`src/rtl/tow_field_pkg.sv`:
```
// Shared definitions for the tug-of-war playfield and its input delegator.
// Command codes are common to both blocks; the state enum belongs to the field.
package tow_pkg;

    localparam int CMD_W = 3;

    localparam logic [CMD_W-1:0] CMD_R    = 3'b001;
    localparam logic [CMD_W-1:0] CMD_L    = 3'b111;
    localparam logic [CMD_W-1:0] CMD_C1   = 3'b000;
    localparam logic [CMD_W-1:0] CMD_C2   = 3'b110;
    localparam logic [CMD_W-1:0] CMD_HOLD = 3'b100;

    typedef enum logic [1:0] {
        PLAY    = 2'd0,
        WON     = 2'd1,
        RESTART = 2'd2
    } field_state_t;

endpackage

```
`src/rtl/tow_field_if.sv`:
```
// Bundle between the delegator and the playfield: move command in, bar/score/flags out.
// master = the field that drives the bar; slave = the delegator/observer side.
interface tow_field_if
    import tow_pkg::*;
#(
    parameter int WIDTH   = 9,
    parameter int SCORE_W = 3
);
    logic [CMD_W-1:0]   cmd;
    logic [WIDTH-1:0]   leds;
    logic               deviate1;
    logic               deviate2;
    logic               win1;
    logic               win2;
    logic [SCORE_W-1:0] score1;
    logic [SCORE_W-1:0] score2;
    logic               round_reset;

    modport master (
        input  cmd,
        output leds, deviate1, deviate2, win1, win2, score1, score2, round_reset
    );

    modport slave (
        output cmd,
        input  leds, deviate1, deviate2, win1, win2, score1, score2, round_reset
    );
endinterface

```
`src/rtl/tow_field.sv`:
```
// Tug-of-war playfield: moves a one-hot light per command, detects wins, keeps saturating scores.
// Latency 1 from cmd to leds/flags; no backpressure, cmd is consumed every cycle.
module tow_field
    import tow_pkg::*;
#(
    parameter int WIDTH        = 9,
    parameter int SCORE_W      = 3,
    parameter int PAUSE_CYCLES = 4
) (
    input  logic       clk,
    input  logic       reset,
    tow_field_if.master bus
);
    localparam int POS_W  = $clog2(WIDTH);
    localparam int CENTER = WIDTH / 2;
    localparam int CNT_W  = (PAUSE_CYCLES > 1) ? $clog2(PAUSE_CYCLES) : 1;

    localparam logic [POS_W-1:0]   POS_CENTER = POS_W'(CENTER);
    localparam logic [POS_W-1:0]   POS_DEV1   = POS_W'(CENTER - 1);
    localparam logic [POS_W-1:0]   POS_DEV2   = POS_W'(CENTER + 1);
    localparam logic [POS_W-1:0]   POS_MAX    = POS_W'(WIDTH - 1);
    localparam logic [SCORE_W-1:0] SCORE_MAX  = '1;
    localparam logic [CNT_W-1:0]   CNT_LAST   = CNT_W'(PAUSE_CYCLES - 1);
    localparam logic [WIDTH-1:0]   LED_ONE    = WIDTH'(1);

    field_state_t       r_state;
    logic [POS_W-1:0]   r_pos;
    logic [CNT_W-1:0]   r_cnt;
    logic [SCORE_W-1:0] r_score1;
    logic [SCORE_W-1:0] r_score2;
    logic               r_win1;
    logic               r_win2;
    logic               r_round_reset;

    logic [WIDTH-1:0]   w_leds;
    logic               w_in_play;

    always_ff @(posedge clk) begin
        if (reset) begin
            r_state       <= PLAY;
            r_pos         <= POS_CENTER;
            r_cnt         <= '0;
            r_score1      <= '0;
            r_score2      <= '0;
            r_win1        <= 1'b0;
            r_win2        <= 1'b0;
            r_round_reset <= 1'b0;
        end else begin
            r_round_reset <= 1'b0;
            case (r_state)
                PLAY: begin
                    case (bus.cmd)
                        CMD_R: begin
                            if (r_pos == '0) begin
                                r_win1  <= 1'b1;
                                r_cnt   <= '0;
                                r_state <= WON;
                                if (r_score1 != SCORE_MAX)
                                    r_score1 <= r_score1 + 1'b1;
                            end else begin
                                r_pos <= r_pos - 1'b1;
                            end
                        end
                        CMD_L: begin
                            if (r_pos == POS_MAX) begin
                                r_win2  <= 1'b1;
                                r_cnt   <= '0;
                                r_state <= WON;
                                if (r_score2 != SCORE_MAX)
                                    r_score2 <= r_score2 + 1'b1;
                            end else begin
                                r_pos <= r_pos + 1'b1;
                            end
                        end
                        CMD_C1: if (r_pos < POS_CENTER) r_pos <= r_pos + 1'b1;
                        CMD_C2: if (r_pos > POS_CENTER) r_pos <= r_pos - 1'b1;
                        default: ;  // hold and the illegal codes
                    endcase
                end
                WON: begin
                    // round_reset is registered so it lines up with the RESTART cycle
                    if (r_cnt == CNT_LAST) begin
                        r_state       <= RESTART;
                        r_round_reset <= 1'b1;
                    end else begin
                        r_cnt <= r_cnt + 1'b1;
                    end
                end
                RESTART: begin
                    r_pos   <= POS_CENTER;
                    r_win1  <= 1'b0;
                    r_win2  <= 1'b0;
                    r_state <= PLAY;
                end
                default: r_state <= PLAY;
            endcase
        end
    end

    assign w_leds    = LED_ONE << r_pos;
    assign w_in_play = (r_state == PLAY);

    assign bus.leds        = w_leds;
    assign bus.deviate1    = w_in_play && (r_pos == POS_DEV1);
    assign bus.deviate2    = w_in_play && (r_pos == POS_DEV2);
    assign bus.win1        = r_win1;
    assign bus.win2        = r_win2;
    assign bus.score1      = r_score1;
    assign bus.score2      = r_score2;
    assign bus.round_reset = r_round_reset;

endmodule

```
`src/flat_wrapper.sv`:
```
// flat-port wrapper written by rule: the top's interface ports become plain ports
module tow_field_flat import tow_pkg::*;
#(
    parameter int WIDTH        = 9,
    parameter int SCORE_W      = 3,
    parameter int PAUSE_CYCLES = 4
)
  (clk, reset, bus_cmd, bus_leds, bus_deviate1, bus_deviate2, bus_win1, bus_win2, bus_score1, bus_score2, bus_round_reset);
  tow_field_if #(.WIDTH(WIDTH), .SCORE_W(SCORE_W)) bus_i ();
  input  logic clk;
  input  logic reset;
  input wire logic [$bits(bus_i.cmd)-1:0] bus_cmd;
  output wire logic [$bits(bus_i.leds)-1:0] bus_leds;
  output wire logic [$bits(bus_i.deviate1)-1:0] bus_deviate1;
  output wire logic [$bits(bus_i.deviate2)-1:0] bus_deviate2;
  output wire logic [$bits(bus_i.win1)-1:0] bus_win1;
  output wire logic [$bits(bus_i.win2)-1:0] bus_win2;
  output wire logic [$bits(bus_i.score1)-1:0] bus_score1;
  output wire logic [$bits(bus_i.score2)-1:0] bus_score2;
  output wire logic [$bits(bus_i.round_reset)-1:0] bus_round_reset;
  assign bus_i.cmd = bus_cmd;
  assign bus_leds = bus_i.leds;
  assign bus_deviate1 = bus_i.deviate1;
  assign bus_deviate2 = bus_i.deviate2;
  assign bus_win1 = bus_i.win1;
  assign bus_win2 = bus_i.win2;
  assign bus_score1 = bus_i.score1;
  assign bus_score2 = bus_i.score2;
  assign bus_round_reset = bus_i.round_reset;
  tow_field #(.WIDTH(WIDTH), .SCORE_W(SCORE_W), .PAUSE_CYCLES(PAUSE_CYCLES)) u_core (.clk(clk), .reset(reset), .bus(bus_i));
endmodule
```
`config.mk`:
```
export PLATFORM = sky130hd
export DESIGN_NAME = tow_field_flat
export DESIGN_NICKNAME = d
export VERILOG_FILES = /design/src/rtl/tow_field_pkg.sv /design/src/rtl/tow_field_if.sv /design/src/rtl/tow_field.sv /design/src/flat_wrapper.sv
export SDC_FILE = /design/constraint.sdc
export NUM_CORES = 1
export LEC_CHECK = 0
export ABC_AREA = 0
export CAP_MARGIN = 15
export CORE_ASPECT_RATIO = 0.75
export CORE_UTILIZATION = 48
export CTS_CLUSTER_DIAMETER = 100
export CTS_CLUSTER_SIZE = 12
export DETAILED_ROUTE_END_ITERATION = 7
export PLACE_DENSITY = 0.88
export SYNTH_ARGS = -nofsm -noshare
export SYNTH_HDL_FRONTEND = slang
export SYNTH_SLANG_ARGS = --single-unit
export TNS_END_PERCENT = 20
```
`constraint.sdc`:
```
create_clock -name clk -period 2.7 [get_ports clk]
set_clock_uncertainty 0.2 [all_clocks]
set_input_delay 0.675 -clock clk [delete_from_list [all_inputs] [get_ports clk]]
set_output_delay 0.675 -clock clk [all_outputs]
set_load 0.03 [all_outputs]
```
==> results of run 1 <==
## cell usage in the layout (no fill, tap or decap), types with 2 or more instances in the layout
master	instances
nand3b_1	3
nand2_1	5
clkdlybuf4s50_1	15
o21bai_1	2
nor3_2	2
xor2_1	2
nand2b_1	4
clkbuf_4	3
nor3b_2	2
a21oi_1	4
mux2i_1	4
dfxtp_1	14
nor3_1	11
xnor2_1	3
ha_1	7
dlygate4sd2_1	6
dfxtp_2	3
inv_1	2
nor2_1	17
buf_4	12
o31ai_1	3
dlymetal6s2s_1	2
## path summary, 6_finish.rpt
check / endpoint / depth (start not counted) / slack, ns / start
setup / recovery: bus_leds[7] / 3 / 0.08 / u_core.r_pos[3]
hold reg to reg: u_core.bus.win2 / 2 / 0.27 / u_core.bus.win2
hold / removal: u_core.bus.win2 / 2 / 0.27 / u_core.bus.win2
setup reg to reg: u_core.r_pos[3] / 6 / 0.83 / u_core.r_pos[1]
## per-stage QoR
stage,setup WS [ns],cells,power (mW),hold WS (ns),util [%]
finish,0.0794,171,0.687,0.269,68.9
detailed placement,-0.0573,167,0.545,0.254,67.3
CTS,0.0231,171,0.685,0.271,68.6
global route,0.0343,171,0.715,0.311,68.9
floorplan,0.0422,114,0.459,0.270,-
global placement,0.0732,167,0.533,0.253,67.3
## what timing repair did
item | in CTS | in global routing
endpoints found under the setup margin | 8 | 3
gates cloned | 0 | 0
resized for setup | 8 | 3
## cells by family (layout without fill, tap and decap cells)
kind of cell / after synthesis / in the layout / share of synthesized area, %
adder cells (fa/ha/maj): 8 / 8 / 10.2
buffers and inverters: 8 / 41 / 4.49
multiplexers: 4 / 4 / 3.78
flip-flops: 17 / 17 / 32.1
XOR/XNOR: 5 / 5 / 4.13
AND/OR/NAND/NOR: 54 / 54 / 30.8
AO/OA/AOI/OAI: 18 / 18 / 14.5
## power groups by stage
stage                     registers, mW  clock network [mW]  logic (mW)
after floorplan                   0.281                   0       0.178
final                             0.291               0.148       0.248
after global routing              0.293               0.162       0.261
after detailed placement          0.294                   0       0.251
after CTS                         0.289               0.153       0.243
after global placement            0.292                   0       0.241
## state kept, by name, summed over array words and instances, names as in the netlist
signal                  flops
u_core.bus.score1           3
u_core.r_state              2
u_core.bus.score2           3
u_core.bus.round_reset      1
u_core.r_cnt                2
u_core.r_pos                4
u_core.bus.win2             1
u_core.bus.win1             1
## final cells by class
| class | count | area share, % |
|---|---|---|
| clock inverters | 1 | 0.532 |
| multi-input cells | 89 | 48.3 |
| repair buffers | 35 | 22.5 |
| well taps | 24 | 2.13 |
| clock buffers | 3 | 1.60 |
| flip-flops and latches | 17 | 24.4 |
| inverters | 2 | 0.532 |
## worst max-delay path: stages, from the launching register on
cell and delay, ns:
dfxtp_1 0.39, nand2b_1 0.24, nor2_1 0.12, clkdlybuf4s50_1 0.69
## metal layers
metal  up-vias  routed length (µm)  GRT usage (%)
met5         -                   0              0
met4         0                  40           9.76
met3         5                 150           7.32
met2        35                1220           35.2
met1       461                1120           29.0
li1        474                   -              -
==> flow_metrics.env, run 1 <==
export IMPL_outcome="finished clean"
export IMPL_nets=161
export IMPL_regArea_um2=344
export IMPL_worst_pin_slew_ns=0.425
export IMPL_hpwl_um=1890
export IMPL_critPathRequiredTime_ns=1.82
export IMPL_synth_seq_cells=17
export IMPL_endpoint_kind="output pin"
export IMPL_row_count=14
export IMPL_drcViolationCount=0
export IMPL_num_vias=975
export IMPL_leakagePower_nw=0.649
export IMPL_synth_area_leaders="dfxtp_1 32%, ha_1 8.3%, nor2_1 6.0%"
export IMPL_cts_buffers=3
export IMPL_grt_pass1_vias=892
export IMPL_grt_start_max_net_pins=17
export IMPL_vias_per_cell=5.70
export IMPL_core_um2=2050
export IMPL_dieWidth_um=56.3
export IMPL_ys_seq_area_share_pct=32.1
export IMPL_synth_flop_cell="dfxtp_1"
export IMPL_gp_congestion=0.820
export IMPL_antenna_cells=0
export IMPL_peakVddDrop_mv=0.399
export IMPL_yosysWarnings=0
export IMPL_synthArstFlopShare_pct=0
export IMPL_cts_clk_slew_worst_paths_ns=0.11
export IMPL_period_needed_ns=2.62
export IMPL_syn_nets=127
export IMPL_cts_tree="built"
export IMPL_setup_worst_path_start_class="register"
export IMPL_clkLatencyLatePin_ns=0.31
export IMPL_netlist_instances=114
export IMPL_ant_nets=0
export IMPL_drtIter0Drc=36
export IMPL_rsz0062_at_grt="no"
export IMPL_period_share_pct=97.1
export IMPL_die_area_um2=2400
export IMPL_p_switching_uw=263
export IMPL_pwr_share_comb_pct=36.1
export IMPL_min_path_type="reg2reg"
export IMPL_overflow=0
export IMPL_p_sw_share_pct=38.2
export IMPL_cts_sinks=17
export IMPL_final_max_slew_viol_count=0
export IMPL_cts_setup_buffers=0
export IMPL_clk_path_buf_depth=2
export IMPL_maxCapViolations=0
export IMPL_wl_per_cell_um=14.8
export IMPL_wl_um=2530
export IMPL_track_usage_pct=22.6
export IMPL_antenna_found_initial=0
export IMPL_multiInputGateArea_um2=682
export IMPL_synth_edff_count=0
export IMPL_yosys_area_top_type_share_pct=32.1
export IMPL_place_area_um2=1380
export IMPL_setup_violations_final=0
export IMPL_crit_type="reg2out"
export IMPL_powerDensity_nw_per_um2=487
export IMPL_seq_power_share_pct=42.3
export IMPL_synth_distinct_cells=40
export IMPL_slew_headroom_pct=71.6
export IMPL_start_util_pct=51.7
export IMPL_hold_viol_final=0
export IMPL_syn_area_um2=1060
export IMPL_hold_buffers=0
export IMPL_synth_commonest_cells="17 x dfxtp_1, 17 x nor2_1, 12 x nor3_1"
export IMPL_cts_root_buf="clkbuf_4"
export IMPL_cp_max_fo=6
export IMPL_stdcell_area_um2=1410
export IMPL_finalSetupTns_ns=0
export IMPL_fillers=169
export IMPL_ios=25
export IMPL_avgSynthCellArea_um2=9.30
export IMPL_intPower_uw=424
export IMPL_grt_pass1_wl_um=4090
export IMPL_port_buffers=24
export IMPL_cp_data_arrival_time_ns=1.75
export IMPL_drt_pass1_iterations=4
export IMPL_die_h_um=42.7
export IMPL_p_clk_share_pct=21.6
export IMPL_area_growth_pct=33.2
export IMPL_layout_drive_gt1_share_pct=20.4
export IMPL_max_freq_mhz=382
export IMPL_htree_levels=1
export IMPL_synth_largest_area_cell="dfxtp_1"
No activity file was read; power rests on OpenSTA's default activity.
==> run 2, diff against run 1 <==
Settings changed: GPL_TIMING_DRIVEN set to 0.
==> run 2 against run 1 <==
  * Register-to-register slack improved by 0.04 ns
  * Critical path depth is 1 higher
  * Wire length decreased by 7.5%
  * Combinational power about the same
  * Critical endpoint is now bus_deviate2
  * Non-clock buffer count decreased by 5
  * Worst hold slack got worse by 0.0061 ns
  * Fmax increased by 0.22%
  * Final cell count down 2.9%
==> flow_metrics.env, run 2 (synthesized netlist as in run 1, its figures left out) <==
export IMPL_critPathRequiredTime_ns=1.82
export IMPL_cts_root_buf="clkbuf_4"
export IMPL_hold_buffers=0
export IMPL_antenna_found_initial=0
export IMPL_setup_worst_path_start_class="register"
export IMPL_final_cell_mix="17 x nor2_1, 16 x dfxtp_1, 12 x clkdlybuf4s50_1"
export IMPL_port_buffers=24
export IMPL_ant_nets=0
export IMPL_rsz0062_at_grt="yes"
export IMPL_powerDensity_nw_per_um2=482
export IMPL_grt_pass1_wl_um=3910
export IMPL_place_area_um2=1340
export IMPL_top_usage_layer="met2"
export IMPL_min_path_type="reg2reg"
export IMPL_grtUsageMet3_pct=3.05
export IMPL_wl_per_cell_um=14.1
export IMPL_antenna_cells=0
export IMPL_drcViolationCount=0
export IMPL_setup_violations_final=0
export IMPL_vias_per_cell=5.72
export IMPL_start_util_pct=51.7
export IMPL_period_share_pct=96.9
export IMPL_hpwl_um=1790
export IMPL_period_needed_ns=2.61
export IMPL_regMostFlops="u_core.r_pos"
export IMPL_cts_sinks=17
export IMPL_drtIter0Drc=16
export IMPL_overflow=0
export IMPL_cp_data_arrival_time_ns=1.74
export IMPL_area_growth_pct=29.8
export IMPL_die_h_um=42.7
export IMPL_multiInputGateArea_um2=694
export IMPL_final_max_slew_viol_count=0
export IMPL_die_area_um2=2400
export IMPL_critPathLaunch="u_core.r_pos[0]"
export IMPL_dieWidth_um=56.3
export IMPL_gp_congestion=0.796
export IMPL_crit_type="reg2out"
export IMPL_drt_pass1_iterations=4
export IMPL_row_count=14
export IMPL_hold_viol_final=0
export IMPL_grt_use_met1_pct=25.8
export IMPL_htree_levels=1
export IMPL_wl_um=2350
export IMPL_grt_pass1_vias=920
export IMPL_whs_ns=0.263
export IMPL_regArea_um2=342
export IMPL_met2_usage_pct=35.5
export IMPL_cp_max_fo=10
export IMPL_cts_clk_slew_worst_paths_ns=0.10
export IMPL_crit_end="bus_deviate2"
export IMPL_nets=156
export IMPL_cts_setup_buffers=0
export IMPL_slew_headroom_pct=70.8
export IMPL_clk_path_buf_depth=2
export IMPL_core_um2=2050
export IMPL_endpoint_kind="output pin"
export IMPL_peakVddDrop_mv=0.356
export IMPL_largest_register_ffs=4
export IMPL_track_usage_pct=21.5
export IMPL_layout_drive_gt1_share_pct=15.5
export IMPL_maxCapViolations=0
export IMPL_outcome="finished clean"
export IMPL_r2r_slack_ns=0.87
export IMPL_max_freq_mhz=382
export IMPL_num_vias=950
export IMPL_stdcell_area_um2=1380
export IMPL_reg2reg_depth=5
export IMPL_grt_start_max_net_pins=11
export IMPL_cts_buffers=3
export IMPL_r2r_end="u_core.r_pos[2]"
export IMPL_cts_tree="built"
export IMPL_fillers=168
export IMPL_worst_pin_slew_ns=0.438
export IMPL_final_common_cell="nor2_1"
export IMPL_clkLatencyLatePin_ns=0.30
export IMPL_ios=25
export IMPL_leakagePower_nw=0.626
export IMPL_r2r_start="u_core.r_state[1]"
run 2: cell types whose count changed in the layout (fill, tap and decap cells not counted), sizes merged:
cell,before,now
buf,12,4
clkbuf,3,6
clkdlybuf4s50,15,12
dlygate4sd2,6,9
clkdlybuf4s15,0,1
clkinvlp,1,0
run 2: per-stage QoR:
| step | worst slack (ns) | utilization (%) | setup TNS, ns | cells | power [mW] |
|---|---|---|---|---|---|
| final | 0.0850 | 67.1 | 0 | 166 | 0.663 |
| after global routing | -0.0197 | 67.1 | -0.0197 | 166 | 0.690 |
| after CTS | 0.0000214 | 66.4 | 0 | 166 | 0.665 |
| after detailed placement | -0.342 | 65.4 | -0.555 | 162 | 0.536 |
| after global placement | -0.284 | 65.4 | -0.331 | 162 | 0.526 |
| after floorplan | 0.0422 | - | 0 | 114 | 0.459 |
run 2: layer usage:
layer / up-vias / wire (µm)
met1: 439 / 1040
met4: 0 / 91
li1: 471 / -
met5: - / 0
met3: 9 / 117
met2: 31 / 1100
run 2: cell type report:
cell class              count  area share [%]
plain buffers               6            2.91
clock buffers               4            1.91
inverters                   2           0.546
multi-input cells          89            50.5
flip-flops and latches     17            24.8
well taps                  24            2.18
repair buffers             24            17.1
run 2: repair_timing:
| item | in CTS | in global routing |
|---|---|---|
| setup endpoints to repair | 12 | 3 |
| pin swaps | 0 | 1 |
| resized for setup | 15 | 4 |
run 2: worst max-delay path: stages, from the launching register on:
cell,delay [ns]
dfxtp_2,0.40
buf_6,0.16
or2b_1,0.27
nor4_1,0.27
clkdlybuf4s15_2,0.34
run 2: report_power, final:
group	switching, mW	leakage [nW]	internal, mW
registers	0.0131	0.138	0.263
logic	0.152	0.473	0.0933
clock network	0.0847	0.0150	0.0577
run 2: how the worst min path moves through the flow:
stage / slack, ns / endpoint / cells after the start / from
6_report: 0.26 / u_core.bus.win2 / 2 / u_core.bus.win2
5_1_grt: 0.28 / u_core.bus.win2 / 2 / u_core.bus.win2
4_1_cts: 0.26 / u_core.bus.win2 / 2 / u_core.bus.win2
3_5_place_dp: 0.25 / u_core.bus.win2 / 2 / u_core.bus.win2
3_3_place_gp: 0.25 / u_core.bus.win2 / 2 / u_core.bus.win2
2_1_floorplan: 0.27 / u_core.r_cnt[1] / 2 / u_core.r_cnt[1]
